<file path="src/rtl/feature_window_buffer.sv">
// feature_window_buffer: shifts LANES feature words per accepted beat into a
// DEPTH-word window and presents the whole window (index 0 = newest) to the
// NN input layer with ready/valid handshakes on both sides.
// MODE 0 = BLOCK (non-overlapping windows), MODE 1 = SLIDING (one window per
// beat once full).
// Optional macro FWB_FLUSH_EN adds a 'flush' input that releases a partial,
// zero-padded window early.
module feature_window_buffer #(
  parameter int DATA_W = 16,
  parameter int LANES  = 2,
  parameter int DEPTH  = 26,
  parameter int MODE   = 0
) (
  input  logic                         clk,
  input  logic                         rst,
  input  logic                         clear,
`ifdef FWB_FLUSH_EN
  input  logic                         flush,
`endif
  input  logic                         in_valid,
  output logic                         in_ready,
  input  logic [LANES*DATA_W-1:0]      in_data,
  output logic                         out_valid,
  input  logic                         out_ready,
  output logic [DEPTH*DATA_W-1:0]      out_data,
  output logic [$clog2(DEPTH+1)-1:0]   fill_level
);

  localparam int FW = $clog2(DEPTH + 1);
  localparam logic [FW-1:0] LANES_F = FW'(LANES);
  localparam logic [FW-1:0] DEPTH_F = FW'(DEPTH);

  // A zero lane count or a depth that is not a whole number of beats would
  // leave a ragged window, so refuse to elaborate.
  if (LANES < 1 || (DEPTH % LANES) != 0) begin : g_bad_cfg
    $error("feature_window_buffer: LANES must be >= 1 and divide DEPTH");
  end

  typedef enum logic [1:0] {
    ST_FILL   = 2'd0,
    ST_HOLD   = 2'd1,
    ST_STREAM = 2'd2
  } state_t;

  // State entered once the window is complete.
  localparam state_t FULL_ST = (MODE != 0) ? ST_STREAM : ST_HOLD;

  state_t              state_q, state_d;
  logic [DATA_W-1:0]   win_q [DEPTH];
  logic [DATA_W-1:0]   win_d [DEPTH];
  logic [DATA_W-1:0]   win_shift [DEPTH];
  logic [FW-1:0]       fill_q, fill_d;
  logic [FW-1:0]       fill_push;
  logic                out_valid_q, out_valid_d;
  logic                ready_int;
  logic                push;

  // Window as it would look after one push: new lanes at the low indices,
  // everything else moves up by LANES and the oldest beat falls off the top.
  for (genvar gi = 0; gi < DEPTH; gi++) begin : g_win
    if (gi < LANES) begin : g_load
      assign win_shift[gi] = in_data[gi*DATA_W +: DATA_W];
    end else begin : g_shift
      assign win_shift[gi] = win_q[gi-LANES];
    end
    assign out_data[gi*DATA_W +: DATA_W] = win_q[gi];
  end

  // Upstream ready: always in FILL, never in HOLD, and in STREAM only when the
  // current window is absent or being consumed this cycle.
  always_comb begin
    ready_int = 1'b0;
    case (state_q)
      ST_FILL:   ready_int = 1'b1;
      ST_HOLD:   ready_int = 1'b0;
      ST_STREAM: ready_int = !out_valid_q || out_ready;
      default:   ready_int = 1'b0;
    endcase
  end

  // Outputs go low together with the registers while reset is held.
  assign in_ready   = rst & ready_int;
  assign push       = in_valid && ready_int;
  assign out_valid  = out_valid_q;
  assign fill_level = fill_q;

  // Next-state logic: clear beats everything, then per-state push/pop rules.
  always_comb begin
    state_d     = state_q;
    fill_d      = fill_q;
    out_valid_d = out_valid_q;
    win_d       = win_q;
    fill_push   = fill_q;
    if (clear) begin
      state_d     = ST_FILL;
      fill_d      = '0;
      out_valid_d = 1'b0;
      for (int i = 0; i < DEPTH; i++) win_d[i] = '0;
    end else begin
      case (state_q)
        ST_FILL: begin
          if (push) begin
            win_d     = win_shift;
            fill_push = fill_q + LANES_F;
          end
          if (fill_push >= DEPTH_F) begin
            fill_d      = DEPTH_F;
            state_d     = FULL_ST;
            out_valid_d = 1'b1;
          end
`ifdef FWB_FLUSH_EN
          // Flush sees the fill level after this cycle's push; an empty
          // window is never released.
          else if (flush && (fill_push != '0)) begin
            fill_d      = DEPTH_F;
            state_d     = FULL_ST;
            out_valid_d = 1'b1;
          end
`endif
          else begin
            fill_d = fill_push;
          end
        end
        ST_HOLD: begin
          if (out_ready) begin
            state_d     = ST_FILL;
            fill_d      = '0;
            out_valid_d = 1'b0;
            for (int i = 0; i < DEPTH; i++) win_d[i] = '0;
          end
        end
        ST_STREAM: begin
          fill_d = DEPTH_F;
          if (push) begin
            win_d       = win_shift;
            out_valid_d = 1'b1;
          end else if (out_ready) begin
            out_valid_d = 1'b0;
          end
        end
        default: begin
          state_d     = ST_FILL;
          fill_d      = '0;
          out_valid_d = 1'b0;
          for (int i = 0; i < DEPTH; i++) win_d[i] = '0;
        end
      endcase
    end
  end

  // State registers with asynchronous active-low reset to an empty window.
  always_ff @(posedge clk or negedge rst) begin
    if (!rst) begin
      state_q     <= ST_FILL;
      fill_q      <= '0;
      out_valid_q <= 1'b0;
      for (int i = 0; i < DEPTH; i++) win_q[i] <= '0;
    end else begin
      state_q     <= state_d;
      fill_q      <= fill_d;
      out_valid_q <= out_valid_d;
      win_q       <= win_d;
    end
  end

endmodule

</file>
<file path="config.mk">
export PLATFORM = sky130hd
export DESIGN_NAME = feature_window_buffer
export DESIGN_NICKNAME = d
export VERILOG_FILES = /design/src/rtl/feature_window_buffer.sv
export SDC_FILE = /design/constraint.sdc
export NUM_CORES = 1
export LEC_CHECK = 0
export CAP_MARGIN = 20
export CORE_ASPECT_RATIO = 0.75
export CORE_MARGIN = 2
export CORE_UTILIZATION = 28
export CTS_BUF_LIST = sky130_fd_sc_hd__clkbuf_4
export CTS_CLUSTER_SIZE = 16
export DETAILED_ROUTE_END_ITERATION = 8
export PLACE_DENSITY_LB_ADDON = 0.1
export SLEW_MARGIN = 20
export SYNTH_ARGS = -nofsm -noshare
export SYNTH_HDL_FRONTEND = slang
export SYNTH_SLANG_ARGS = --single-unit
</file>
<file path="constraint.sdc">
create_clock -name clk -period 1.6 [get_ports clk]
set_input_delay 0.32 -clock clk [delete_from_list [all_inputs] [get_ports clk]]
set_output_delay 0.32 -clock clk [all_outputs]
set_load 0.01 [all_outputs]
</file>
==> flow_summary_export.csv <==
group,metric,value,unit
logic_synthesis,syn_area,0.0151,mm^2
critical_path,r2r_cells,8,
clock_tree,clk_latency,840,ps
clock_tree,cts_buffers,107,
logic_synthesis,ys_warn_count,0,
sta,setup_viol,838,
critical_path,worstSetupStartpointType,"flip-flop",
final_layout,area_growth,73.3,%
sta,relSlewSlack,0.644,
clock_tree,cts_tree,"yes",
sta,fin_hold_ws,107,ps
logic_synthesis,netlist-cell-type-count,31,
placement,dp_cells,2110,
die,start_util,0.284,
die,rows,73,
clock_tree,root_buffer,"clkbuf_4",
sta,tns,-70250,ps
logic_synthesis,synth_xor_area_frac,0.00232,
power,p_leak,14.3,nW
routing,avgViaCountPerCell,4.61,
logic_synthesis,avgSynthCellArea,15.6,um^2
clock_tree,clk_pin_slew,60,ps
critical_path,crit_path_max_fanout,3,
logic_synthesis,synth_seq_area_share,0.698,
routing,via_count,13100,
routing,drc,0,
min_path,hp-start,"in_data[21]",
die,die_y,205,um
critical_path,worstSetupEndpointType,"primary output",
sta,clock.fmax,0.549,GHz
status,failed_checks,"negative setup slack",
routing,drtPass1Iterations,7,
clock_tree,htree_levels,3,
critical_path,r2r_start,"out_valid",
final_layout,fin_area,0.0262,mm^2
critical_path,crit_required,1280,ps
global_routing,grt_pass1_vias,12900,
status,status,"complete, but fails checks",
final_layout,final-seq-area,0.0105,mm^2
final_layout,multiInputGateArea,0.00389,mm^2
logic_synthesis,synth_area_leaders,"dfrtp_1, a22o_1, buf_6",
logic_synthesis,muxShareOfSynthArea,0.000663,
global_routing,grt_pass1_wl,81.8,mm
logic_synthesis,synth-compound-area-share,0.246,
placement,port_buffers,458,
sta,hold_viol,0,
sta,fin_ws,-221,ps
die,coreArea,0.0532,mm^2
logic_synthesis,synthSimpleGateAreaFrac,0.00638,
global_routing,grt_max_degree,82,
global_routing,grtUsageTotal,0.190,
final_layout,drive_gt1_frac,0.565,
clock_tree,cts_buffer_depth,3,
logic_synthesis,ys_ff_latch,421,
final_layout,fillers,4891,
critical_path,r2r_end,"out_data[236]",
global_routing,antenna_found_initial,2,
routing,wirelength,57.0,mm
sta,period_share,1.14,
placement,preCtsSetupSlack,-350,ps
sta,min_period,1820,ps
final_layout,instances_no_fill,2842,
min_path,min_path_cells,2,
critical_path,path_class,"reg -> out",
die,die_area,0.0558,mm^2
routing,drtAntennaViolNets,0,
logic_synthesis,syn_inst,966,
flow_run,cap_viol_max_count,0,
final_layout,fin_nets,2101,
logic_synthesis,synth_top_area_cell,"dfrtp_1",
power,powerDensity,840,mW/mm^2
sta,finalClockSkew,53.8,ps
clock_tree,clock_sinks,421,
min_path,hold_path_class,"in -> reg",
logic_synthesis,synth_top_family_by_area,"compound AO/OA/AOI/OAI gates",
min_path,min_to,"out_data[21]",
logic_synthesis,synth_fa_ha_area_frac,0.000829,
critical_path,cp.arrival,1500,ps
routing,drtIter0Drc,639,
sta,report.final.slew_viol_count,0,
routing,wl_per_cell,20.1,um
sta,rsz0062_at_grt,"true",
placement,gp_congestion,0.774,
logic_synthesis,syn_nets,1004,
logic_synthesis,synth_top_area_share,0.698,
power,ir_drop,0.424,mV
placement,place_hpwl,33.0,mm
critical_path,reg2reg_slack,-200,ps
placement,dpl-instance-area,0.0207,mm^2
sta,tightest_slew,534,ps
die,ioPinCount,460,
global_routing,overflow,0,
die,die_w,272,um
critical path, cell delays in order (launching register included):
cell and delay [ps]:
dfrtp_2 430, buf_4 140, buf_6 110
area by class of cell:
cell class,count,area share
clock inverters,11,0.00373
well taps,712,0.0340
repair buffers,1083,0.363
inverters,1,0.000143
flip-flops and latches,421,0.403
diodes,1,0.0000956
clock buffers,164,0.0470
multi-input cells,449,0.149
state kept, by name, indices dropped and copies added, names as in the netlist:
| register | flops |
|---|---|
| out_data | 416 |
| out_valid | 1 |
| fill_level | 4 |
how the worst max path moves through the flow:
stage          cells past startpoint            end  startpoint
2_1_floorplan                      6  out_data[100]   out_valid
3_3_place_gp                       5  out_data[401]       clear
3_5_place_dp                       5  out_data[350]       clear
4_1_cts                            2       in_ready   out_valid
5_1_grt                            2       in_ready   out_valid
6_report                           2      out_valid   out_valid
synthesized netlist by cell type:
cell type  instances
a211oi_2           1
mux2i_1            1
nor2_1             1
nor3_1             1
a32o_1             1
a21o_1             1
xor2_1             3
dfrtp_1          421
o21ai_0            2
or3_1              1
a22o_1           417
a31oi_1            1
nor3b_2            1
conb_1             1
o22ai_1            1
o21bai_1           1
buf_2             52
buf_4              3
clkbuf_1           7
inv_1              1
nor2b_1            1
nand3b_1           1
and3_1             1
nand3_1            1
xnor2_1            1
nor3b_1            1
nand2_1            6
o31ai_1            1
ha_1               1
nor2b_4            1
buf_6             33
power breakdown:
part | total, mW | internal (mW) | switching (mW)
sequential | 10.8 | 10.8 | 0.0867
clock | 9.23 | 4.90 | 4.33
combinational | 1.92 | 0.915 | 1.00
cells by family after synthesis:
logic type      after synthesis
fa+ha+maj                     1
other cells                   1
xor+xnor                      4
flops                       421
buf+inv                      96
simple gates                 16
mux                           1
compound gates              426
per-layer routing:
layer,share of wire,track usage,wire [um]
met1,0.48,0.271,27100
met4,0.014,0.0536,808
met2,0.44,0.274,24900
met3,0.073,0.0649,4180
met5,0,0,0
repair_timing:
| action | CTS | global route |
|---|---|---|
| resized for setup | 2019 | 44 |
| hold buffers | 24 | 0 |
| cloned | 6 | 17 |
| pin swaps | 2 | 0 |
| hold endpoints to repair | 444 | 0 |
| setup endpoints to repair | 768 | 840 |
| buffers inserted | 408 | 101 |
cells in the final DEF, fill, tap and decap left out, types with 2 or more instances in the layout:
cell type and count:
a22o_1 417, buf_12 19, buf_16 16, buf_2 201, buf_4 540, buf_6 228, buf_8 4, bufinv_16 2
clkbuf_16 15, clkbuf_4 164, clkdlybuf4s50_1 35, clkinv_1 7, dfrtp_1 414, dfrtp_2 7, dlygate4sd3_1 24, nand2_1 6
o21ai_0 2, xor2_1 3
per-stage QoR:
step / total power [mW] / util
4_1_cts: 22.1 / 0.465
3_5_place_dp: 12.5 / 0.390
5_1_grt: 23.1 / 0.492
3_3_place_gp: 12.4 / 0.390
2_1_floorplan: 11.6 / -
6_report: 22.0 / 0.492
Note: power is estimated with default switching activity, not from simulation.
